## config.mk

```make
export PLATFORM = sky130hd
export DESIGN_NAME = stat_accumulator_flat
export DESIGN_NICKNAME = d
export VERILOG_FILES = /design/src/rtl/stat_accumulator_if.sv /design/src/rtl/stat_accumulator.sv /design/src/flat_wrapper.sv
export SDC_FILE = /design/constraint.sdc
export NUM_CORES = 1
export LEC_CHECK = 0
export ABC_CLOCK_PERIOD_IN_PS = 3800
export BUFFER_PORTS_ARGS = -buffer_cell sky130_fd_sc_hd__buf_2
export CORE_MARGIN = 4
export CORE_UTILIZATION = 24
export CTS_CLUSTER_SIZE = 14
export DETAILED_ROUTE_END_ITERATION = 10
export PLACE_DENSITY = 0.43
export REMOVE_ABC_BUFFERS = 1
export SYNTH_ARGS = -nofsm -noshare
export SYNTH_HDL_FRONTEND = slang
export SYNTH_SLANG_ARGS = --single-unit
```

## constraint.sdc

```tcl
create_clock -name CLK -period 3.8 [get_ports CLK]
set_clock_uncertainty 0.1 [all_clocks]
set_input_delay 0.19 -clock CLK [delete_from_list [all_inputs] [get_ports CLK]]
set_output_delay 0.19 -clock CLK [all_outputs]
set_load 0.02 [all_outputs]
```

## src/rtl/stat_accumulator_if.sv

```systemverilog
// rtl/stat_accumulator_if.sv - sample/result bundle between the statistics engine and its driver
interface stat_accumulator_if #(
  parameter int WIDTH = 8
);
  logic             START;
  logic             DATA_valid;
  logic [WIDTH-1:0] DATA_in;
  logic             LAST;
  logic             BUSY;
  logic             DONE;
  logic [WIDTH-1:0] MAX_out;
  logic [WIDTH-1:0] MIN_out;
  logic [WIDTH-1:0] AVG_out;
  logic             FLAG_bit;
  logic             FLAG_load;

  modport master (
    output START, DATA_valid, DATA_in, LAST,
    input  BUSY, DONE, MAX_out, MIN_out, AVG_out, FLAG_bit, FLAG_load
  );

  modport slave (
    input  START, DATA_valid, DATA_in, LAST,
    output BUSY, DONE, MAX_out, MIN_out, AVG_out, FLAG_bit, FLAG_load
  );
endinterface

```

## src/rtl/stat_accumulator.sv

```systemverilog
// rtl/stat_accumulator.sv - burst max/min/sum tracker with bit-serial restoring floor-average divider
module stat_accumulator #(
  parameter int WIDTH   = 8,
  parameter int COUNT_W = 8
) (
  input  logic              CLK,
  input  logic              RESET,
  stat_accumulator_if.slave bus
);
  localparam int SUM_W  = WIDTH + COUNT_W;
  localparam int STEP_W = $clog2(SUM_W + 1);
  localparam logic [STEP_W-1:0] LAST_STEP = STEP_W'(SUM_W);

  typedef enum logic [1:0] {
    S_IDLE,
    S_ACCUM,
    S_DIVIDE,
    S_DONE
  } state_t;

  state_t             state_q, state_d;
  logic [WIDTH-1:0]   run_max_q, run_max_d;
  logic [WIDTH-1:0]   run_min_q, run_min_d;
  logic [SUM_W-1:0]   sum_q, sum_d;
  logic [COUNT_W-1:0] count_q, count_d;
  logic [SUM_W-1:0]   quo_q, quo_d;
  logic [COUNT_W-1:0] rem_q, rem_d;
  logic [STEP_W-1:0]  step_q, step_d;
  logic [WIDTH-1:0]   max_q, max_d;
  logic [WIDTH-1:0]   min_q, min_d;
  logic [WIDTH-1:0]   avg_q, avg_d;
  logic [COUNT_W:0]   trial;
  logic               accept;
  logic               flag_bit;

  always_ff @(posedge CLK or posedge RESET) begin
    if (RESET) begin
      state_q   <= S_IDLE;
      run_max_q <= '0;
      run_min_q <= '0;
      sum_q     <= '0;
      count_q   <= '0;
      quo_q     <= '0;
      rem_q     <= '0;
      step_q    <= '0;
      max_q     <= '0;
      min_q     <= '0;
      avg_q     <= '0;
    end else begin
      state_q   <= state_d;
      run_max_q <= run_max_d;
      run_min_q <= run_min_d;
      sum_q     <= sum_d;
      count_q   <= count_d;
      quo_q     <= quo_d;
      rem_q     <= rem_d;
      step_q    <= step_d;
      max_q     <= max_d;
      min_q     <= min_d;
      avg_q     <= avg_d;
    end
  end

  always_comb begin
    state_d   = state_q;
    run_max_d = run_max_q;
    run_min_d = run_min_q;
    sum_d     = sum_q;
    count_d   = count_q;
    quo_d     = quo_q;
    rem_d     = rem_q;
    step_d    = step_q;
    max_d     = max_q;
    min_d     = min_q;
    avg_d     = avg_q;
    trial     = '0;
    accept    = 1'b0;
    flag_bit  = 1'b0;

    unique case (state_q)
      S_IDLE: begin
        if (bus.START) begin
          state_d   = S_ACCUM;
          run_max_d = '0;
          run_min_d = '1;
          sum_d     = '0;
          count_d   = '0;
        end
      end
      S_ACCUM: begin
        if (bus.DATA_valid) begin
          // A saturated counter drops the sample but still lets LAST close the burst
          if (count_q != {COUNT_W{1'b1}}) begin
            accept   = 1'b1;
            flag_bit = (bus.DATA_in > run_max_q);
            if (bus.DATA_in > run_max_q) run_max_d = bus.DATA_in;
            if (bus.DATA_in < run_min_q) run_min_d = bus.DATA_in;
            sum_d   = sum_q + {{COUNT_W{1'b0}}, bus.DATA_in};
            count_d = count_q + COUNT_W'(1);
          end
          if (bus.LAST) begin
            state_d = S_DIVIDE;
            quo_d   = sum_d;
            rem_d   = '0;
            step_d  = '0;
          end
        end
      end
      S_DIVIDE: begin
        if (step_q == LAST_STEP) begin
          state_d = S_DONE;
          max_d   = run_max_q;
          min_d   = run_min_q;
          avg_d   = quo_q[WIDTH-1:0];
        end else begin
          // quo_q shifts the dividend out of its top while quotient bits enter at the bottom
          trial = {rem_q, quo_q[SUM_W-1]};
          if (trial >= {1'b0, count_q}) begin
            rem_d = trial[COUNT_W-1:0] - count_q;
            quo_d = {quo_q[SUM_W-2:0], 1'b1};
          end else begin
            rem_d = trial[COUNT_W-1:0];
            quo_d = {quo_q[SUM_W-2:0], 1'b0};
          end
          step_d = step_q + STEP_W'(1);
        end
      end
      S_DONE: begin
        state_d = S_IDLE;
      end
      default: begin
        state_d = S_IDLE;
      end
    endcase
  end

  assign bus.BUSY      = (state_q != S_IDLE);
  assign bus.DONE      = (state_q == S_DONE);
  assign bus.MAX_out   = max_q;
  assign bus.MIN_out   = min_q;
  assign bus.AVG_out   = avg_q;
  assign bus.FLAG_load = accept;
  assign bus.FLAG_bit  = flag_bit;
endmodule

```

## src/flat_wrapper.sv

```systemverilog
// flat-port wrapper written by rule: the top's interface ports become plain ports
module stat_accumulator_flat 
#(
  parameter int WIDTH   = 8,
  parameter int COUNT_W = 8
)
  (CLK, RESET, bus_START, bus_DATA_valid, bus_DATA_in, bus_LAST, bus_BUSY, bus_DONE, bus_MAX_out, bus_MIN_out, bus_AVG_out, bus_FLAG_bit, bus_FLAG_load);
  stat_accumulator_if #(.WIDTH(WIDTH)) bus_i ();
  input  logic CLK;
  input  logic RESET;
  input wire logic [$bits(bus_i.START)-1:0] bus_START;
  input wire logic [$bits(bus_i.DATA_valid)-1:0] bus_DATA_valid;
  input wire logic [$bits(bus_i.DATA_in)-1:0] bus_DATA_in;
  input wire logic [$bits(bus_i.LAST)-1:0] bus_LAST;
  output wire logic [$bits(bus_i.BUSY)-1:0] bus_BUSY;
  output wire logic [$bits(bus_i.DONE)-1:0] bus_DONE;
  output wire logic [$bits(bus_i.MAX_out)-1:0] bus_MAX_out;
  output wire logic [$bits(bus_i.MIN_out)-1:0] bus_MIN_out;
  output wire logic [$bits(bus_i.AVG_out)-1:0] bus_AVG_out;
  output wire logic [$bits(bus_i.FLAG_bit)-1:0] bus_FLAG_bit;
  output wire logic [$bits(bus_i.FLAG_load)-1:0] bus_FLAG_load;
  assign bus_i.START = bus_START;
  assign bus_i.DATA_valid = bus_DATA_valid;
  assign bus_i.DATA_in = bus_DATA_in;
  assign bus_i.LAST = bus_LAST;
  assign bus_BUSY = bus_i.BUSY;
  assign bus_DONE = bus_i.DONE;
  assign bus_MAX_out = bus_i.MAX_out;
  assign bus_MIN_out = bus_i.MIN_out;
  assign bus_AVG_out = bus_i.AVG_out;
  assign bus_FLAG_bit = bus_i.FLAG_bit;
  assign bus_FLAG_load = bus_i.FLAG_load;
  stat_accumulator #(.WIDTH(WIDTH), .COUNT_W(COUNT_W)) u_core (.CLK(CLK), .RESET(RESET), .bus(bus_i));
endmodule
```

==> results.txt <==
----------------------------------------------------
[Cells and area]
  Share of cells above drive strength 1 ... 16.7%
  Layout net count ... 641
  Growth of design area from synthesis to finish ... 16.5%
  Final design instance area without fill ... 0.00632 mm2

[Floorplan]
  Placement Rows ... 54
  Top-level port count ... 41
  Placeable core area ... 0.0220 mm2
  Die Y ... 158 um
  Initial Utilization ... 24.6%
  Die Span X ... 158 um
  Overall die area ... 0.0251 mm2

[STA]
  Number of slew-limit violations in the final report ... 0
  Min cycle time layout ... 2900 ps
  Number of failing setup endpoints in the final timing report ... 0
  Worst hold slack across all endpoints ... -17.4 ps
  Share of the clock period used by the worst path after layout ... 76.4%
  Max Freq ... 345 MHz
  Setup Total Neg Slack ... 0 ps
  Hold violation count in the final report ... 34
  Max transition margin ... 30.8%
  Actual slew at the worst max-slew pin ... 1040 ps
  Setup repair after global routing missed its margin ... false

[Worst hold path]
  Path category of the worst min-delay check ... input pin to async pin

[Setup path]
  Start-to-end type of the worst setup path ... flop to flop
  CP Capture Type ... flop
  Crit-path cells ... inv_1, ha_1, and3b_1, a31oi_1, buf_4, a21o_1, nor2_1, and3_1, mux2i_1
  Startpoint class of the critical path ... flop
  Gate family responsible for the most delay along the worst path ... simple AND/OR/NAND/NOR gates
  Bufs and invs on worst path ... 2
  Worst reg2reg path startpoint ... u_core.state_q[1]
  Origin of the worst setup path ... u_core.state_q[1]
  Worst-path cell with the longest stage delay ... sky130_fd_sc_hd__and3b_1
  Arr. time, crit path ... 3070 ps
  Peak fanout along the critical path ... 15
  Largest stage delay on the critical path ... 640 ps
  Worst Path Required ... 3970 ps

[Logic synthesis]
  Asr flop ratio synth ... 100%
  Gate count after technology mapping ... 552
  Top FF cell, synth ... sky130_fd_sc_hd__dfrtp_1
  Number of enable-type register cells in the synthesized netlist ... 0
  Synth Area in Compound Gates ... 18.2%
  Count of warnings emitted by yosys ... 0
  Dominant combinational cell family by area after synthesis ... compound AO/OA/AOI/OAI gates
  Mean Syn Cell Area ... 9.82 um2
  Main area contributors after synthesis ... sky130_fd_sc_hd__dfrtp_1, sky130_fd_sc_hd__ha_1, sky130_fd_sc_hd__mux2_2, sky130_fd_sc_hd__o21ai_0, sky130_fd_sc_hd__nand2_1
  Post-synthesis instance area ... 0.00542 mm2
  Share of the synthesized netlist area taken by xor and xnor gates ... 2.75%
  Post-synthesis share of cell area spent on full adders, half adders and majority gates ... 9.51%
  Simple-gate portion of the synthesized area ... 14.6%
  Count of different cell masters after synthesis ... 57
  Flops & latches, synth ... 95
  Top cell type's share of synthesized area ... 43.8%
  Share of synthesized area spent on multiplexers ... 6.83%
  Commonest cells in the netlist ... sky130_fd_sc_hd__dfrtp_1, sky130_fd_sc_hd__nand2_1, sky130_fd_sc_hd__o21ai_0
  Post-synthesis sequential area ratio ... 43.8%
  Most common cell in the netlist ... sky130_fd_sc_hd__dfrtp_1
  Cell type contributing the most total cell area after synthesis ... sky130_fd_sc_hd__dfrtp_1

[Placed design]
  Post-DP HPWL ... 10.3 mm
  Area after detailed placement ... 0.00596 mm2
  Routability Congestion ... 0.859
  Port Buf Inserts ... 40

[Clock network]
  Clock buffer count from CTS ... 9
  Clock Path Buffers ... 2
  Hold buffer count at cts ... 0
  Number of instances resized during post-cts repair ... 0
  Count of buffers added by post-CTS timing repair for setup ... 0
  H-tree depth reported by CTS ... 3
  Number of sinks driven by the clock tree ... 95
  Source-to-sink clock delay at the later pin of the worst-skew pair ... 360 ps
  Clock-pin slew of the registers on the worst-case setup and hold paths ... 70 ps
  CTS tree ... done
  Buffer type at the clock tree root ... sky130_fd_sc_hd__clkbuf_16

[Outcome]
  Run status ... complete, but fails checks
  Failing checks ... negative hold slack

[Detailed routing]
  DRC violations left ... 0
  Total number of vias ... 4220
  Average vias per placed instance ... 4.83
  Total routed wirelength ... 14.3 mm
  Iter 0 DRT Violations ... 235
  Residual antenna-violating net count after detailed routing ... 0
  Pre-antenna DRT Iters ... 4
  Wire per inst ... 16.4 um

[Global routing]
  Antenna violations before repair ... 1
  First-pass GRT wire length ... 23.7 mm
  Vias in the first global route ... 4320
  Aggregate global routing overflow ... 0
  Largest net degree at the start of global routing ... 80
  Combined global-route utilization of all metal layers ... 12.1%

[Job]
  Max-cap check violation count ... 0

[Pwr]
  Worst vdd rail ir drop ... 0.272 mV
  Total power divided by cell area ... 790 mW/mm2
  Leakage ... 2.88 nW

----------------------------------------------------
## cell families after synthesis
kind of cell             Yosys count
buffers and inverters             59
flip-flops                        95
AO/OA/AOI/OAI                    145
AND/OR/NAND/NOR                  162
adder cells (fa/ha/maj)           40
multiplexers                      34
XOR/XNOR                          17
## registers in the layout, summed over array words and instances, names as in the netlist
register / flops
u_core.bus.AVG_out: 8
u_core.bus.MAX_out: 8
u_core.bus.MIN_out: 8
u_core.count_q: 8
u_core.quo_q: 16
u_core.rem_q: 8
u_core.run_max_q: 8
u_core.run_min_q: 8
u_core.state_q: 2
u_core.step_q: 5
u_core.sum_q: 16
## routing by layer
metal | GRT usage [%] | vias to the layer above | part of all wire, %
met1 | 16.2 | 2069 | 48
met2 | 19.5 | 55 | 48
met5 | 0 | - | 0
met4 | 4.71 | 0 | 1.8
li1 | - | 2077 | -
met3 | 1.93 | 19 | 2.3
## power breakdown
| group | switching [mW] | total (mW) | internal, mW | leakage, nW |
|---|---|---|---|---|
| clock network | 0.430 | 1.10 | 0.666 | 0.169 |
| logic | 1.37 | 2.27 | 0.905 | 1.47 |
| registers | 0.271 | 1.62 | 1.35 | 1.24 |
## cells in the final DEF, fill, tap and decap left out, drive strengths merged, types with 4 or more instances in the layout
master,Yosys,routed
a22o,17,17
a22oi,11,11
nor2b,14,14
a21oi,22,22
a211oi,5,5
dfrtp,95,95
nor2,37,37
o311ai,5,5
inv,34,35
nor3,12,12
o21ai,42,42
ha,38,38
o31ai,4,4
xnor2,14,14
nand4,6,6
clkbuf,18,10
or3,6,6
buf,7,50
nand3,23,23
nand2,43,43
a21o,8,8
and3,4,4
o21a,6,6
a32oi,4,4
mux2i,10,10
mux2,24,24
## path summary, 6_finish.rpt
check / slack [ps] / cells after the start / endpoint
min in group CLK: 60 / 2 / u_core.run_max_q[0]
max in group asynchronous: 2810 / 3 / u_core.quo_q[2]
hold / removal: -20 / 2 / u_core.bus.MAX_out[0]
setup / recovery: 900 / 9 / u_core.run_min_q[5]
hold reg to reg: 370 / 2 / u_core.rem_q[7]
setup reg to reg: 900 / 9 / u_core.run_min_q[5]
## metrics by stage
stage | util (%) | power, mW | cells | setup WS (ps)
after CTS | 28.7 | 5.06 | 873 | 844
final | 28.7 | 4.99 | 874 | 898
after detailed placement | 27.1 | 3.93 | 857 | 861
after floorplan | - | 3.19 | 527 | 540
after global routing | 28.7 | 5.40 | 874 | 659
after global placement | 27.1 | 3.89 | 857 | 997
## area by class of cell
cell class                      instances  area [um2]
Timing Repair Buffer                   50         275
Antenna cell                            1        2.50
Sequential cell                        95        2380
Fill cell                            2324       15700
Multi-Input combinational cell        398        2830
Tap cell                              280         350
Clock buffer                           10         239
Clock inverter                          6         115
Inverter                               34         130
Power figures use the tool's default switching activity.
